===== src/rtl/downsizer_stream.sv =====
// Width-down converter: splits each IN_BYTES-wide input beat into RATIO
// narrow OUT_BYTES slices, LSB slice first, with valid/ready on both sides.
// With KEEP_EN=1, trailing slices whose keep bits are all zero are not sent.
//
// Ports:
//   clk, rst                   clock and synchronous active-high reset
//   in_data/in_keep/in_last    wide beat, per-byte keep, end-of-packet flag
//   in_valid/in_ready          input handshake (in_ready is combinational)
//   out_data/out_keep/out_last narrow slice, slice keep, end-of-packet flag
//   out_valid/out_ready        output handshake
//   busy                       holding register occupied
module downsizer_stream #(
    parameter int unsigned IN_BYTES  = 128,
    parameter int unsigned OUT_BYTES = 32,
    parameter bit          KEEP_EN   = 1'b1
) (
    input  logic                     clk,
    input  logic                     rst,
    input  logic [IN_BYTES*8-1:0]    in_data,
    input  logic [IN_BYTES-1:0]      in_keep,
    input  logic                     in_last,
    input  logic                     in_valid,
    output logic                     in_ready,
    output logic [OUT_BYTES*8-1:0]   out_data,
    output logic [OUT_BYTES-1:0]     out_keep,
    output logic                     out_last,
    output logic                     out_valid,
    input  logic                     out_ready,
    output logic                     busy
);

    localparam int unsigned RATIO = IN_BYTES / OUT_BYTES;
    localparam int unsigned CNT_W = ($clog2(RATIO) > 1) ? $clog2(RATIO) : 1;
    localparam int unsigned IN_W  = IN_BYTES * 8;
    localparam int unsigned OUT_W = OUT_BYTES * 8;

    // Reject ratios that are fractional or below 2 at elaboration.
    generate
        if (((IN_BYTES % OUT_BYTES) != 0) || (RATIO < 2)) begin : g_param_check
            $error("downsizer_stream: IN_BYTES must be a multiple of OUT_BYTES with ratio >= 2");
        end
    endgenerate

    typedef enum logic {
        IDLE = 1'b0,
        SEND = 1'b1
    } state_t;

    state_t               state_q, state_d;
    logic [CNT_W-1:0]     cnt_q, cnt_d;
    logic [CNT_W-1:0]     last_idx_q, last_idx_d;
    logic [IN_W-1:0]      data_q, data_d;
    logic [IN_BYTES-1:0]  keep_q, keep_d;
    logic                 pkt_last_q, pkt_last_d;
    logic [OUT_W-1:0]     out_data_q, out_data_d;
    logic [OUT_BYTES-1:0] out_keep_q, out_keep_d;
    logic                 out_last_q, out_last_d;

    logic [IN_BYTES-1:0]  keep_eff;
    logic [CNT_W-1:0]     hi_idx;
    logic [CNT_W-1:0]     cnt_inc;
    logic [OUT_W-1:0]     adv_data;
    logic [OUT_BYTES-1:0] adv_keep;
    logic                 final_slice;
    logic                 load;

    // Index of the last slice to emit for the incoming beat; an all-zero
    // keep still yields one slice so the end-of-packet flag is delivered.
    always_comb begin
        keep_eff = KEEP_EN ? in_keep : '1;
        hi_idx   = '0;
        if (KEEP_EN) begin
            for (int unsigned k = 0; k < RATIO; k++) begin
                if (|in_keep[k*OUT_BYTES +: OUT_BYTES]) begin
                    hi_idx = CNT_W'(k);
                end
            end
        end else begin
            hi_idx = CNT_W'(RATIO - 1);
        end
    end

    // Next slice out of the holding register.
    always_comb begin
        cnt_inc  = cnt_q + CNT_W'(1);
        adv_data = '0;
        adv_keep = '0;
        for (int unsigned k = 0; k < RATIO; k++) begin
            if (cnt_inc == CNT_W'(k)) begin
                adv_data = data_q[k*OUT_W +: OUT_W];
                adv_keep = keep_q[k*OUT_BYTES +: OUT_BYTES];
            end
        end
    end

    // Final-slice handoff lets a new beat in on the same edge: no bubble.
    assign final_slice = (cnt_q == last_idx_q);
    assign in_ready    = !rst && ((state_q == IDLE) || (out_ready && final_slice));

    // Next-state and registered-output logic.
    always_comb begin
        state_d    = state_q;
        cnt_d      = cnt_q;
        last_idx_d = last_idx_q;
        data_d     = data_q;
        keep_d     = keep_q;
        pkt_last_d = pkt_last_q;
        out_data_d = out_data_q;
        out_keep_d = out_keep_q;
        out_last_d = out_last_q;
        load       = 1'b0;

        case (state_q)
            IDLE: begin
                if (in_valid && in_ready) begin
                    load = 1'b1;
                end
            end
            SEND: begin
                if (out_ready) begin
                    if (final_slice) begin
                        if (in_valid && in_ready) begin
                            load = 1'b1;
                        end else begin
                            state_d    = IDLE;
                            out_last_d = 1'b0;
                        end
                    end else begin
                        cnt_d      = cnt_inc;
                        out_data_d = adv_data;
                        out_keep_d = adv_keep;
                        out_last_d = pkt_last_q && (cnt_inc == last_idx_q);
                    end
                end
            end
            default: state_d = IDLE;
        endcase

        if (load) begin
            state_d    = SEND;
            cnt_d      = '0;
            last_idx_d = hi_idx;
            data_d     = in_data;
            keep_d     = keep_eff;
            pkt_last_d = in_last;
            out_data_d = in_data[0 +: OUT_W];
            out_keep_d = keep_eff[0 +: OUT_BYTES];
            out_last_d = in_last && (hi_idx == '0);
        end
    end

    // Control state register.
    always_ff @(posedge clk) begin
        if (rst) begin
            state_q    <= IDLE;
            cnt_q      <= '0;
            last_idx_q <= '0;
            out_last_q <= 1'b0;
        end else begin
            state_q    <= state_d;
            cnt_q      <= cnt_d;
            last_idx_q <= last_idx_d;
            out_last_q <= out_last_d;
        end
    end

    // Datapath registers, intentionally not reset.
    always_ff @(posedge clk) begin
        data_q     <= data_d;
        keep_q     <= keep_d;
        pkt_last_q <= pkt_last_d;
        out_data_q <= out_data_d;
        out_keep_q <= out_keep_d;
    end

    assign out_data  = out_data_q;
    assign out_keep  = out_keep_q;
    assign out_last  = out_last_q;
    assign out_valid = (state_q == SEND);
    assign busy      = (state_q == SEND);

endmodule


===== config.mk =====
export PLATFORM = sky130hd
export DESIGN_NAME = downsizer_stream
export DESIGN_NICKNAME = d
export VERILOG_FILES = /design/src/rtl/downsizer_stream.sv
export SDC_FILE = /design/constraint.sdc
export NUM_CORES = 1
export LEC_CHECK = 0
export CORE_AREA = 5 5 562 564
export DETAILED_ROUTE_END_ITERATION = 8
export DIE_AREA = 0 0 567 569
export PLACE_DENSITY = 0.39
export SYNTH_ARGS = -nofsm -noshare
export SYNTH_HDL_FRONTEND = slang
export SYNTH_SLANG_ARGS = --single-unit

===== constraint.sdc =====
create_clock -name clk -period 64.7 [get_ports clk]
set_input_delay 12.94 -clock clk [delete_from_list [all_inputs] [get_ports clk]]
set_output_delay 12.94 -clock clk [all_outputs]
set_load 0.05 [all_outputs]

# After elaboration in Yosys (flattened, before gate mapping)
# Index checks and enable logic that the tools add are counted.
[word_totals] register_bits=1447 output_inout_bits=292 word_cells=69
[op_classes] n_addsub=1 n_eq_ne=7 n_mux=32 n_bitwise=2 reduce_logical=18
[ops] op="two-way mux 256 bit" count=8
[ops] op="two-way mux 32 bit" count=8
[ops] op="OR reduction 32 bit" count=3
[ops] op="two-way mux 1 bit" count=13
[ops] op="AND reduction 3 bit" count=3
[ops] op="logical AND 1 bit" count=5
[ops] op="equality test 2 bit" count=2
[ops] op="equality test 2 bit, second input constant" count=2
[ops] op="zero test 2 bit" count=2
[ops] op="two-way mux 2 bit" count=2
[ops] op="nonzero test 2 bit" count=2
[ops] op="inequality test 3 bit, second input constant" count=1
[ops] op="adder 2 x 1 -> 2 bit, second input constant" count=1
[ops] op="equality test 2 x 1 -> 1 bit, second input constant" count=1
[ops] op="inequality test 2 x 1 -> 1 bit, second input constant" count=1
[ops] op="inverter 1 bit" count=2
[ops] op="case mux 1 bit (2 select lines)" count=1
[ops] op="OR reduction 2 bit" count=1
[ops] op="zero test 1 bit" count=1
[ops] op="logical OR 1 bit" count=1

# Depth between registers and ports, before layout
[logic_depth] ltp_word=11 mapped_depth=10 mapped_depth_nobuf=6

# Worst setup path before layout
# No wires, ideal clock.
[synth_timing] path_kind="input to register" start="in rst" end="reg out_data_q[0], in the netlist out_data[0] (enable)" arrival_time_ns=31.097 required_ns=64.170 slack_ns=33.072 path_stages=6 cell_sequence="buf_2 nor3b_1 a31oi_4 inv_2 buf_2 or2_2"
[synth_via] elab_chain_cells=9 elab_cells_between_ends=11
[synth_rtl] element="from (decl)" line_no="18" rtl="input logic rst,"
[synth_rtl] element="zero test 1 bit *" line_no="98" rtl="assign in_ready = !rst && ((state_q == IDLE) || (out_ready && final_slice));"
[synth_rtl] element="logical AND 1 bit *" line_no="98"
[synth_rtl] element="logical AND 1 bit *" line_no="115, 122"
[synth_rtl] element="two-way mux 1 bit *" line_no="115, 122"
[synth_rtl] element="two-way mux 1 bit" line_no="121" rtl="if (final_slice) begin"
[synth_rtl] element="two-way mux 1 bit" line_no="120" rtl="if (out_ready) begin"
[synth_rtl] element="case mux 1 bit (2 select lines) *" line_no="113" rtl="case (state_q)"
[synth_rtl] element="named net load" line_no="65" rtl="logic load;"
[synth_rtl] element="inequality test 2 x 1 -> 1 bit (no source line) / nonzero test 2 bit (equally long branches)"
[synth_rtl] element="AND reduction 3 bit (no source line) *"
[synth_rtl] element="to (signal assigned)" line_no="172" rtl="out_data_q <= out_data_d;"
[synth_rtl] element="to (decl)" line_no="55" rtl="logic [OUT_W-1:0] out_data_q, out_data_d;"
# The timed path passes the listed nets; every way through them passes the cells marked *.
# A chain may end at the register's enable or synchronous reset.

# Worst setup path after layout
[layout_timing] start="in rst" end="out in_ready"
[layout_via] elab_chain_cells=2
[layout_rtl] element="zero test 1 bit" line_no="98"
[layout_rtl] element="logical AND 1 bit" line_no="98"
[layout_rtl] element="to (decl)" line_no="23" rtl="output logic in_ready,"
# Every way passes these cells.

==> metrics.txt <==
Inserted Clock Buffers=178; category of the worst setup path capture point=output port; number of resized instances in the post-cts repair step=0; Post-DRT Antenna Nets=0; MaxCap Viol Count=0; share of flip-flops with an asynchronous set or reset=0%; total power density per cell area=29.9 nW/um^2; portion of synthesized cell area occupied by the leading cell type=76.4%; slew at the pin closest to its max-slew limit=between 1000 and 1500 ps; WL final=about 260 mm; share of synthesized area occupied by flip-flops and latches=roughly 77%; number of search-and-repair iterations in the first detailed-routing pass=6; vias after detailed routing=40900; clock tree skew after final layout=34.1 ps; synthesized net count=5554; worst path required time=51760 ps; Clk network pwr share=40.5%; Comb pwr share=roughly an eighth; IR Drop Worst-Case VDD=23.1 uV; post-layout minimum cycle time=27540 ps; count of port buffers added during placement=1448; HPWL after detailed placement=193 mm; share of power burned in registers=a little under half; CP max FO=9; final worst path period share=42.6%; area delta synth->final=43.6%; dpl ws=37210 ps; Longest Clk Path Bufs=4; area of the mapped netlist=about 57000 sq um; total count of max-transition violations in the final report=0; Die W=567 um; Post-CTS Setup Inserts=0; # DRC=0; Die Outline Area=323000 sq um; worst slew margin relative to its limit=30.6%; number of storage elements in the synthesis netlist=1447; synthesized area per cell=12.9 sq um; most used flip-flop cell after synthesis=sky130_fd_sc_hd__edfxtp_1; wire per inst=about 26 um; I/O pin count=1449; reported leakage power=0.0271 uW; placed cells=9746; ratio of routed vias to standard cells=4.05; all-layer global routing usage=between 15 and 20%; Sinks on Clock Net=1447; GPL Wtd Cong=0.842; number of synthesized flops with an enable pin=~1400; number of warnings printed during yosys synthesis=0; first-pass GRT wire length=350 mm; initial antenna violation count=119; number of DRC markers after the initial detailed-route iteration=just over 3000; TritonCTS clock tree=built; Skew-Pair Late Insertion Delay=810 ps; multi-input gate area in the final layout=11000 sq um; type of the worst min-delay path=reg -> reg; setup slack after layout=about 37000 ps; Initial Util=between 15 and 20%; overflow left after global routing=0; TNS Setup=0 ps; die span in y=569 um; maximum clock frequency=36.3 MHz; count of hold-fix buffers inserted at cts=0; total net switching power=630 uW; Clock Root Buffer=sky130_fd_sc_hd__clkbuf_16; setup violation total in the final timing report=0; crit path launch type=input pin; Pwr Total=2430 uW; most numerous cell in the Yosys netlist=sky130_fd_sc_hd__edfxtp_1; top cell types by occurrence after synthesis=sky130_fd_sc_hd__edfxtp_1 (1441), sky130_fd_sc_hd__nand2_1 (862), sky130_fd_sc_hd__o21ai_0 (544), sky130_fd_sc_hd__inv_1 (291), sky130_fd_sc_hd__nor2_1 (291); Hold Violations, Final=0; Core Rows=205; largest net degree at the start of global routing=166; Syn Inst Count=4393; post-synth cell types=33; cell type with the highest aggregate area in the netlist=sky130_fd_sc_hd__edfxtp_1; category of the most critical setup path=in -> out; top cells by area, synth=sky130_fd_sc_hd__edfxtp_1 (76%), sky130_fd_sc_hd__nand2_1 (5.7%), sky130_fd_sc_hd__o21ai_0 (4.8%); depth of the CTS H-tree=4; sw frac=25.9%; count of fill cells added during filler insertion=around 32000; number of global-route vias before repair=40800; core area=310000 sq um; number of standard cells in the final layout excluding fillers=roughly 10000; clock input transition at the sequential cells of the worst setup and hold paths=60 ps; final-stage net count=slightly below 7000; unrepaired setup endpoints after global routing=no; area occupied by registers=43400 sq um; WP data arrival=14600 ps; fraction of final layout cells sized beyond drive strength 1=5.17%; result of the run=completed; internal portion of total power=1800 uW
-- state kept, by name (all words and copies together) (netlist names) --
signal and count:
out_last 1, out_data 256, cnt_q 2, busy 1, data_q 1024, keep_q 128
out_keep 32, last_idx_q 2, pkt_last_q 1
-- critical path: stages --
cell and delay [ps]:
sky130_fd_sc_hd__clkdlybuf4s50_1 580, sky130_fd_sc_hd__nor2_1 230, sky130_fd_sc_hd__clkdlybuf4s50_1 840
-- final timing paths --
| kind | from | end | slack [ps] | cells past startpoint |
|---|---|---|---|---|
| worst max register to register | cnt_q[0] | data_q[115] | 58520 | 8 |
| worst max-delay path | rst | in_ready | 37160 | 3 |
| worst min register to register | last_idx_q[0] | last_idx_q[0] | 520 | 2 |
| worst min-delay path | last_idx_q[0] | last_idx_q[0] | 520 | 2 |
-- cell type report --
type	instances	share of cell area, %
Multi-Input combinational cell	2364	13.5
Tap cell	4140	6.37
Timing Repair Buffer	1503	18.4
Clock buffer	211	5.66
Inverter	292	1.36
Clock inverter	104	1.23
Sequential cell	1447	53.4
Antenna cell	42	0.129
-- logic make-up after synthesis --
logic type	Yosys count	share of synthesized area [%]
XOR/XNOR	4	0.0619
AO/OA/AOI/OAI	1160	11.0
adder cells (fa/ha/maj)	4	0.0884
flip-flops	1447	76.6
buffers and inverters	582	4.10
AND/OR/NAND/NOR	1195	8.12
multiplexers	1	0.0177
-- placed cells by master (no fill, tap or decap), types with 4 or more instances in the layout --
cell type                         instances
sky130_fd_sc_hd__a21oi_1                289
sky130_fd_sc_hd__a31oi_1                287
sky130_fd_sc_hd__buf_12                   7
sky130_fd_sc_hd__buf_4                   52
sky130_fd_sc_hd__bufinv_16               16
sky130_fd_sc_hd__clkbuf_1                32
sky130_fd_sc_hd__clkbuf_16              179
sky130_fd_sc_hd__clkdlybuf4s50_1       1444
sky130_fd_sc_hd__clkinv_1                44
sky130_fd_sc_hd__clkinv_2                28
sky130_fd_sc_hd__clkinv_4                 4
sky130_fd_sc_hd__clkinv_8                 4
sky130_fd_sc_hd__clkinvlp_4               5
sky130_fd_sc_hd__dfxtp_1                  6
sky130_fd_sc_hd__diode_2                 42
sky130_fd_sc_hd__edfxtp_1              1441
sky130_fd_sc_hd__ha_4                     4
sky130_fd_sc_hd__inv_1                  291
sky130_fd_sc_hd__nand2_1                862
sky130_fd_sc_hd__nand4_1                  6
sky130_fd_sc_hd__nor2_1                 291
sky130_fd_sc_hd__nor3_1                   4
sky130_fd_sc_hd__nor4_1                  25
sky130_fd_sc_hd__o21ai_0                544
sky130_fd_sc_hd__o21ai_1                 30
-- per-stage QoR --
stage	hold WS (ps)	utilization (%)	area [sq um]
after floorplan	491	-	56600
after global placement	511	24.4	75600
after detailed placement	511	24.4	75600
final	517	26.2	81300
after global routing	551	26.2	81200
after CTS	520	26.2	81200
-- power groups by stage --
stage	registers (uW)	logic [uW]	clock network [uW]
floorplan	1250	76.8	0
global placement	1160	309	0
finish	1140	305	984
detailed placement	1160	311	0
CTS	1150	312	1020
global route	1150	324	1050
-- layer usage --
layer | part of all wire, % | vias to the layer above | global-route usage (%)
met5 | 0.37 | - | 0
met4 | 2.2 | 156 | 3.52
met3 | 9.5 | 401 | 6.14
met2 | 48 | 1602 | 26.1
met1 | 40 | 20100 | 18.2
li1 | - | 18700 | -
No activity file was read; power rests on OpenSTA's default activity.
